## src/rtl/pipe_ctrl_pkg.sv

```systemverilog
// pipe_ctrl_pkg
//   Shared definitions for the pipeline stall/flush controller:
//   FSM state encoding, the hardwired-zero register index, default
//   parameter values, and the bundle of per-stage hold/clear controls.
package pipe_ctrl_pkg;

  localparam int RA_W_DEF    = 5;
  localparam int MDU_LAT_DEF = 32;
  localparam int CNT_W_DEF   = 6;

  // GPR index that is hardwired to zero; writes to it never create a hazard.
  localparam int ZERO_REG = 0;

  typedef enum logic {
    RUN = 1'b0,
    LU2 = 1'b1
  } state_t;

  typedef struct packed {
    logic pc_hold;
    logic ifid_hold;
    logic idex_hold;
    logic exmem_hold;
    logic ifid_clear;
    logic idex_clear;
    logic memwb_clear;
  } ctrl_t;

  localparam ctrl_t CTRL_IDLE = '0;

  // Front end frozen, bubble injected into EX.
  function automatic ctrl_t stall_ctrl();
    ctrl_t c;
    c            = CTRL_IDLE;
    c.pc_hold    = 1'b1;
    c.ifid_hold  = 1'b1;
    c.idex_clear = 1'b1;
    return c;
  endfunction

  // Data memory not ready: everything up to EX/MEM holds, WB gets a bubble.
  function automatic ctrl_t freeze_ctrl();
    ctrl_t c;
    c             = CTRL_IDLE;
    c.pc_hold     = 1'b1;
    c.ifid_hold   = 1'b1;
    c.idex_hold   = 1'b1;
    c.exmem_hold  = 1'b1;
    c.memwb_clear = 1'b1;
    return c;
  endfunction

  // Applied while reset is asserted: flush every stage that has a clear input.
  function automatic ctrl_t reset_ctrl();
    ctrl_t c;
    c             = CTRL_IDLE;
    c.ifid_clear  = 1'b1;
    c.idex_clear  = 1'b1;
    c.memwb_clear = 1'b1;
    return c;
  endfunction

endpackage

```

## src/rtl/pipe_ctrl_mdu_timer.sv

```systemverilog
// mdu_timer
//   Down-counter tracking how long the multi-cycle MDU stays busy.
//   Ports:
//     clk, rst_n : clock, asynchronous active-low reset (counter -> 0)
//     load       : MDU start; reloads the counter to LAT-1 (restart if busy)
//     en         : advance enable; low freezes the counter entirely
//     cnt        : current remaining count
//     busy       : cnt != 0
module mdu_timer
  import pipe_ctrl_pkg::*;
#(
  parameter int LAT   = MDU_LAT_DEF,
  parameter int CNT_W = CNT_W_DEF
) (
  input  logic             clk,
  input  logic             rst_n,
  input  logic             load,
  input  logic             en,
  output logic [CNT_W-1:0] cnt,
  output logic             busy
);

  localparam logic [CNT_W-1:0] RELOAD = CNT_W'(LAT - 1);

  always_ff @(posedge clk or negedge rst_n) begin
    if (!rst_n) begin
      cnt <= '0;
    end else if (en) begin
      if (load) begin
        cnt <= RELOAD;
      end else if (cnt != '0) begin
        cnt <= cnt - CNT_W'(1);
      end
    end
  end

  assign busy = (cnt != '0);

endmodule

```

## src/rtl/pipe_ctrl.sv

```systemverilog
// pipe_ctrl
//   Central stall/flush controller for the 5-stage pipeline registers.
//   Detects load-use and branch-operand hazards, tracks the MDU busy window
//   and the data-memory wait, and drives per-stage hold/clear. Hold and clear
//   are never asserted on the same stage in the same cycle.
//   Ports:
//     clk, rst_n                 : clock, asynchronous active-low reset
//     id_rs, id_rt               : source registers of the ID instruction
//     id_uses_rs, id_uses_rt     : ID instruction actually reads rs / rt
//     id_branch, id_br_taken     : ID branch, and its taken resolution
//     id_mdu_use                 : ID instruction needs HI/LO or the MDU
//     ex_load, ex_wr, ex_wa      : EX instruction is a load / writes GPR ex_wa
//     ex_mdu_start               : EX instruction starts the MDU
//     mem_wait                   : data memory not ready
//     pc_hold .. exmem_hold      : stage holds
//     ifid_clear .. memwb_clear  : stage clears (bubbles)
//     mdu_busy                   : MDU counter non-zero
module pipe_ctrl
  import pipe_ctrl_pkg::*;
#(
  parameter int RA_W    = RA_W_DEF,
  parameter int MDU_LAT = MDU_LAT_DEF,
  parameter int CNT_W   = CNT_W_DEF
) (
  input  logic            clk,
  input  logic            rst_n,
  input  logic [RA_W-1:0] id_rs,
  input  logic [RA_W-1:0] id_rt,
  input  logic            id_uses_rs,
  input  logic            id_uses_rt,
  input  logic            id_branch,
  input  logic            id_br_taken,
  input  logic            id_mdu_use,
  input  logic            ex_load,
  input  logic            ex_wr,
  input  logic [RA_W-1:0] ex_wa,
  input  logic            ex_mdu_start,
  input  logic            mem_wait,
  output logic            pc_hold,
  output logic            ifid_hold,
  output logic            idex_hold,
  output logic            exmem_hold,
  output logic            ifid_clear,
  output logic            idex_clear,
  output logic            memwb_clear,
  output logic            mdu_busy
);

  state_t           state;
  logic [CNT_W-1:0] mdu_cnt;
  logic             hz;
  logic             mdu_stall;
  logic             lu_stall;
  logic             br_stall;
  ctrl_t            ctrl;

  function automatic logic raw(input logic            wr,
                               input logic [RA_W-1:0] wa,
                               input logic [RA_W-1:0] a);
    return wr && (wa != RA_W'(ZERO_REG)) && (a == wa);
  endfunction

  assign hz = (id_uses_rs && raw(ex_wr, ex_wa, id_rs)) ||
              (id_uses_rt && raw(ex_wr, ex_wa, id_rt));

  assign mdu_stall = mdu_busy && id_mdu_use;
  assign lu_stall  = hz && ex_load;
  // A branch compares in ID, so even an ALU result still in EX is too late.
  assign br_stall  = hz && id_branch;

  mdu_timer #(
    .LAT   (MDU_LAT),
    .CNT_W (CNT_W)
  ) u_mdu_timer (
    .clk   (clk),
    .rst_n (rst_n),
    .load  (ex_mdu_start),
    .en    (!mem_wait),
    .cnt   (mdu_cnt),
    .busy  (mdu_busy)
  );

  // A branch that needs a load result waits one more cycle in LU2 while the
  // load moves from MEM to WB. Higher-priority stalls suppress the transition.
  always_ff @(posedge clk or negedge rst_n) begin
    if (!rst_n) begin
      state <= RUN;
    end else if (!mem_wait) begin
      unique case (state)
        LU2:     state <= RUN;
        default: state <= (!mdu_stall && lu_stall && id_branch) ? LU2 : RUN;
      endcase
    end
  end

  // Priority chain; any stall masks id_br_taken since the branch re-resolves.
  always_comb begin
    ctrl = CTRL_IDLE;
    if (!rst_n) begin
      ctrl = reset_ctrl();
    end else if (mem_wait) begin
      ctrl = freeze_ctrl();
    end else if ((state == LU2) || mdu_stall || lu_stall || br_stall) begin
      ctrl = stall_ctrl();
    end else if (id_br_taken) begin
      ctrl.ifid_clear = 1'b1;
    end
  end

  assign pc_hold     = ctrl.pc_hold;
  assign ifid_hold   = ctrl.ifid_hold;
  assign idex_hold   = ctrl.idex_hold;
  assign exmem_hold  = ctrl.exmem_hold;
  assign ifid_clear  = ctrl.ifid_clear;
  assign idex_clear  = ctrl.idex_clear;
  assign memwb_clear = ctrl.memwb_clear;

  // The counter can never exceed its reload value.
  a_cnt_range: assert property (@(posedge clk) disable iff (!rst_n)
                                mdu_cnt <= CNT_W'(MDU_LAT - 1));

endmodule

```

## config.mk

```make
export PLATFORM = sky130hd
export DESIGN_NAME = pipe_ctrl
export DESIGN_NICKNAME = d
export VERILOG_FILES = /design/src/rtl/pipe_ctrl_pkg.sv /design/src/rtl/pipe_ctrl_mdu_timer.sv /design/src/rtl/pipe_ctrl.sv
export SDC_FILE = /design/constraint.sdc
export NUM_CORES = 1
export LEC_CHECK = 0
export BUFFER_PORTS_ARGS = -buffer_cell sky130_fd_sc_hd__buf_4
export CAP_MARGIN = 20
export CORE_UTILIZATION = 37
export CTS_BUF_LIST = sky130_fd_sc_hd__clkbuf_2
export CTS_CLUSTER_DIAMETER = 200
export DETAILED_ROUTE_END_ITERATION = 16
export GPL_ROUTABILITY_DRIVEN = 0
export PLACE_DENSITY = 0.76
export SYNTH_ARGS = -nofsm -noshare
export SYNTH_HDL_FRONTEND = slang
export SYNTH_HIERARCHICAL = 1
export SYNTH_SLANG_ARGS = --single-unit
```

## constraint.sdc

```tcl
create_clock -name clk -period 2.4 [get_ports clk]
set_clock_uncertainty 0.1 [all_clocks]
set_input_delay 0 -clock clk [delete_from_list [all_inputs] [get_ports clk]]
set_output_delay 0 -clock clk [all_outputs]
set_load 0.03 [all_outputs]
```

Yosys cells after proc, flatten, opt, wreduce, memory -nomap -nowiden
Cells that the tools add are included.
Word-level totals
  output and inout bits: 8
  word-level logic and storage cells: 35
  flip-flop bits (word level): 7
Cells by class
  equal/unequal tests: 2
  reductions and logical operators: 19
  add/subtract/negate cells: 1
  bitwise operators: 1
  muxes and demuxes: 10
Operator list (number)
  $mux 7: 2
  $mux 6: 2
  $eq 5x5->1: 2
  $logic_and 1x1->1: 10
  $reduce_bool 6->1: 1
  $sub 6x1->6 const B: 1
  $reduce_bool 5->1: 1
  $logic_or 1x1->1: 4
  $mux 1: 4
  $mux 4: 1
  $mux 2: 1
  $reduce_and 2->1: 1
  $reduce_bool 2->1: 1
  $logic_not 1->1: 1
  $not 1->1: 1

Logic depth before layout (Yosys ltp)
  depth after elaboration: 11
  depth in mapped cells: 8
  depth with buffers taken out: 8

Modules after synthesis
The synthesis kept the hierarchy.
Modules (own cells, without submodules)
  mdu_timer: cells each 41, times used 1, area each 384.1 um^2
  pipe_ctrl: cells each 37, times used 1, area each 275.3 um^2

Worst setup path before layout
OpenSTA, ideal clock, no wires.
  path type: reg-to-output
  from: register u_mdu_timer.cnt[0]
  to: output port pc_hold
  slack: 141 ps
  cell stages (with the launch flop): 9
  path buffers: 1
  arrival: 2159 ps
  data required time: 2300 ps
  cell sequence: dfrtp_1 -> inv_1 -> ha_1 -> nor2b_1 -> nand2_1 -> a21oi_1 -> and2_1 -> o2bb2ai_1 -> buf_4
On the way
  cells in the longest elaborated chain, start to end: 8
RTL lines
  start: declaration: line pipe_ctrl_mdu_timer.sv:19  | output logic [CNT_W-1:0] cnt,
  start signal: assignment: line pipe_ctrl_mdu_timer.sv:32  | cnt <= cnt - CNT_W'(1);
  $reduce_bool 6->1: line pipe_ctrl_mdu_timer.sv:37  | assign busy = (cnt != '0);
  via mdu_busy: line pipe_ctrl.sv:46  | output logic mdu_busy
  $logic_and 1x1->1: line pipe_ctrl.sv:66  | assign mdu_stall = mdu_busy && id_mdu_use;
  $logic_or 1x1->1 (3 in series): line pipe_ctrl.sv:103  | end else if ((state == LU2) || mdu_stall || lu_stall || br_stall) begin
  $mux 4: line pipe_ctrl.sv:103
  $mux 7: line pipe_ctrl.sv:101  | end else if (mem_wait) begin
  $mux 7: line pipe_ctrl.sv:99  | if (!rst_n) begin
  end: declaration: line pipe_ctrl.sv:39  | output logic pc_hold,
The timed path passes the listed nets, and every way through them passes these cells.

Final worst setup path
  from: register u_mdu_timer.cnt[0]
  to: output port ifid_clear
On the way
  cells in the longest elaborated chain, start to end: 8
RTL lines
  $reduce_bool 6->1: line pipe_ctrl_mdu_timer.sv:37
  $logic_and 1x1->1: line pipe_ctrl.sv:66
  $logic_or 1x1->1 (3 in series): line pipe_ctrl.sv:103
  $mux 1: line pipe_ctrl.sv:103
  $mux 7: line pipe_ctrl.sv:101
  $mux 7: line pipe_ctrl.sv:99
  end: declaration: line pipe_ctrl.sv:43  | output logic ifid_clear,
No other way between the ends.

==> results.txt <==
The flow ran to the end, and the final reports show no timing, DRC or antenna violations. The standard cell core area is 1580 sq um. The number of buffers inserted by port buffering came out at 33. The flip-flop and latch count after synthesis came out at 7. Entering global routing, the biggest net connects 11 pins. The TritonCTS clock tree is done. The final layout contains routed wiring with a total length of 1780 um. The arrival time at the worst endpoint came out at roughly 2.1 ns. The worst setup path is launched from a register. The starting utilization of the core area came out at between 40% and 50%. The total global routing overflow came out at 0. Synthesis produced a netlist with a net count of 106. The number of hold-slack violations in the final timing report is 0. The remaining antenna violation count came out at 0. The die boundary width is 44.2 um. In the post-synthesis netlist, the cell with the most instances is sky130_fd_sc_hd__xnor2_1. The switching share of power came out at 33.8%. Summed over all nets, the switching power comes to 0.122 mW.

For this run, the number of Yosys warnings is 6. The number of distinct library cells after synthesis is 37. The final number of max-transition violations is 0.

Counting instances in the post-synthesis netlist gives the leading cell types as 10 x sky130_fd_sc_hd__xnor2_1, 7 x sky130_fd_sc_hd__dfrtp_1, 7 x sky130_fd_sc_hd__inv_1, 7 x sky130_fd_sc_hd__nand2_1, 4 x sky130_fd_sc_hd__nor2_1. The number of global-route vias before repair is 771. The static leakage came out at 0.442 nW.

The number of buffers and inverters on the critical path is 2. Cell internal power was estimated by the tool at 0.239 mW. Ranked by total cell area, the synthesized netlist is headed by sky130_fd_sc_hd__dfrtp_1 27%, sky130_fd_sc_hd__xnor2_1 13%, sky130_fd_sc_hd__inv_1 4.0%. VDD sags by at most 172 uV. The slowest stage of the critical path is the sky130_fd_sc_hd__dfrtp_1 cell. The share of total power dissipated in sequential elements is between 30 and 40%. Among all flip-flop cells after synthesis, the most frequent one is sky130_fd_sc_hd__dfrtp_1. The number of remaining DRC errors came out at 0. The post-cts repair resize count is 0. The worst hold path belongs to the class in -> async. The number of standard cells in the layout, taps in and fillers out came out at between 100 and 150. The final period utilization is 90.9%.

The post-DP HPWL came out at 1430 um. The worst setup path is captured at a primary output. The number of antenna violations at the first check in global routing is 0. The share of the Yosys chip area taken by registers is around a quarter. The power per cell area is 364 nW/um^2.

The post-route minimum period is 2.18 ns. For this block, the initial DRC count from the detailed router was 10. The signed area change from the synthesized netlist to the final layout is 50.5%. The share of Yosys cell area claimed by the top area cell type came out at a little over a quarter. The slew at the pin closest to its max-slew limit is between 0.3 and 0.4 ns.

Once the clock tree was built, the setup fixing pass inserted 0 buffers. The clock insertion delay at the later pin of the skew report came out at 0.24 ns. Per report_power, the clock group accounts for 25.0% of the total. The clock-pin transition on the worst setup and hold timing paths is 0.08 ns. The final count of negative-setup-slack endpoints came out at 0.

The mean area per synthesized cell is ~8.5 sq um. The total number of H-tree levels came out at 1. Clock tree synthesis found a total of 7 sinks.

The highest clock frequency the design can meet is 0.458 GHz. The cell type with the highest occurrence count on the critical path is sky130_fd_sc_hd__a21oi_1. The maximum fanout along the worst path is 4. The required time at the endpoint of the critical path is between 2 and 2.5 ns. Synthesis handed over a netlist of 78 instances.

The max-capacitance violation count came out at 0. The worst-case clock buffer depth is 2. The number of buffers created by CTS came out at 3. The sum of negative setup slack is 0 ns.

The total number of vias is 752. After detailed routing, the average wire length per cell comes to 13.3 um. The async set-or-reset flop fraction in the synthesized netlist came out at 100%. Measured along the y axis, the die boundary spans 44.2 um. Clock tree synthesis selected as its root buffer the cell sky130_fd_sc_hd__clkbuf_2. The number of inserted diodes is 0.

The number of cells after detailed placement came out at 124. The setup path with the least slack is of type reg -> out. The row count is 14.

The combinational share of power came out at 39.2%. Traced cell by cell, the critical path runs through inv_1, ha_1, nor2b_1, nand2_1, a21oi_1, and2_1, a21oi_1, a21oi_2, buf_4. The number of enable flip-flop cells after synthesis is 0. The largest delay contributor family on the critical path is simple AND/OR/NAND/NOR gates. The synthesized area came out at 659 sq um. After the last flow step, the layout net total stands at 147. The number of placed I/O pins is 34. The stage delay of the slowest cell on the critical path came out at around 0.4 ns. The dominant cell type by area after synthesis is sky130_fd_sc_hd__dfrtp_1. The total iterations of the first detailed-routing run came out at 6. In this run the tightest slew margin relative to its limit is 78.2%. The overall die area came out at 1950 sq um. Using the TritonRoute via totals, the vias-per-cell ratio works out to 5.61. In the final layout, the share of cells above drive strength 1 is 38.1%.

The wire length of the first global-routing pass is between 3000 and 4000 um. Setup repair after global routing left no endpoint under its margin. In the global route stage, overall resource usage came out at roughly a fifth.
==> state kept, by name (all words and copies together) (netlist names) <==
register	flops
state	1
u_mdu_timer/cnt	6
==> worst reg2reg max path: cells and delay by family, from the launching register on <==
family / cells / cell delay (ns)
AO/OA/AOI/OAI: 2 / 0.40
flip-flops: 1 / 0.39
adder cells (fa/ha/maj): 1 / 0.22
buffers and inverters: 1 / 0.14
AND/OR/NAND/NOR: 4 / 0.63
==> worst paths after layout <==
kind                                                     start                             end  slack [ns]  cells after the start
max in group asynchronous                                rst_n  u_mdu_timer/cnt[0]$_DFFE_PN0P_        2.03                      2
min in group clk                                      ex_wa[0]               state$_DFFE_PN0N_        0.06                      3
worst max register to register  u_mdu_timer/cnt[0]$_DFFE_PN0P_               state$_DFFE_PN0N_        0.44                      8
worst min register to register               state$_DFFE_PN0N_               state$_DFFE_PN0N_        0.39                      2
worst min-delay path                                     rst_n  u_mdu_timer/cnt[3]$_DFFE_PN0P_        0.01                      2
worst max-delay path            u_mdu_timer/cnt[0]$_DFFE_PN0P_                      ifid_clear        0.22                      9
==> cell type report <==
type / count / area [sq um]
repair buffers: 40 / 315
clock buffers: 4 / 20.0
inverters: 7 / 26.3
well taps: 16 / 20.0
fillers: 143 / 584
flip-flops and latches: 7 / 175
multi-input cells: 60 / 435
==> per-stage QoR <==
stage | worst slack, ns | cell area [sq um] | utilization (%) | total power, mW | hold slack (ns)
2_1_floorplan | 0.141 | 659 | - | 0.205 | -0.396
6_report | 0.218 | 992 | 62.9 | 0.361 | 0.0137
3_3_place_gp | 0.562 | 912 | 57.9 | 0.261 | -0.267
3_5_place_dp | 0.471 | 912 | 57.9 | 0.265 | -0.265
4_1_cts | 0.208 | 992 | 62.9 | 0.363 | 0.0146
5_1_grt | 0.0217 | 992 | 62.9 | 0.388 | 0.00595
==> layer usage <==
layer | up-vias | global-route usage [%] | share of wire (%) | wire length (um)
met5 | - | 0 | 0 | 0
met4 | 0 | 14.5 | 2.8 | 49
met3 | 6 | 4.08 | 7.3 | 129
met1 | 341 | 20.4 | 38 | 677
li1 | 364 | - | - | -
met2 | 41 | 40.6 | 52 | 921
==> cells in the final DEF (no fill, tap or decap), types with 2 or more instances in the layout <==
cell type and n:
sky130_fd_sc_hd__nor3_1 3, sky130_fd_sc_hd__dfrtp_1 7, sky130_fd_sc_hd__nor2_1 4, sky130_fd_sc_hd__inv_1 7, sky130_fd_sc_hd__ha_1 2, sky130_fd_sc_hd__mux2i_1 2
sky130_fd_sc_hd__dlygate4sd3_1 6, sky130_fd_sc_hd__o31ai_1 2, sky130_fd_sc_hd__nand3_1 2, sky130_fd_sc_hd__nand2_1 7, sky130_fd_sc_hd__nand4_1 3, sky130_fd_sc_hd__xnor2_1 10
sky130_fd_sc_hd__a21oi_1 2, sky130_fd_sc_hd__clkbuf_2 4, sky130_fd_sc_hd__buf_4 34
==> kinds of logic after synthesis <==
group | after synthesis | share of synthesized area (%)
AOI/OAI and AO/OA | 20 | 24.9
xor gates and xnor gates | 10 | 13.3
adders and majority gates | 2 | 3.79
buffers and inverters | 11 | 7.40
DFF | 7 | 26.6
muxes | 2 | 3.04
and+or+nand+nor | 26 | 21.1
==> power groups by stage <==
stage | clock [mW] | combinational (mW) | sequential (mW)
4_1_cts | 0.0926 | 0.141 | 0.129
2_1_floorplan | 0 | 0.0750 | 0.130
3_5_place_dp | 0 | 0.133 | 0.132
5_1_grt | 0.101 | 0.155 | 0.131
3_3_place_gp | 0 | 0.129 | 0.131
6_report | 0.0901 | 0.141 | 0.130
==> repair_timing <==
| action | in CTS | in global routing |
|---|---|---|
| hold buffers | 6 | 0 |
| endpoints found under the hold margin | 10 | 0 |
| setup endpoints to repair | 0 | 0 |
(Power assumes the default switching activity.)
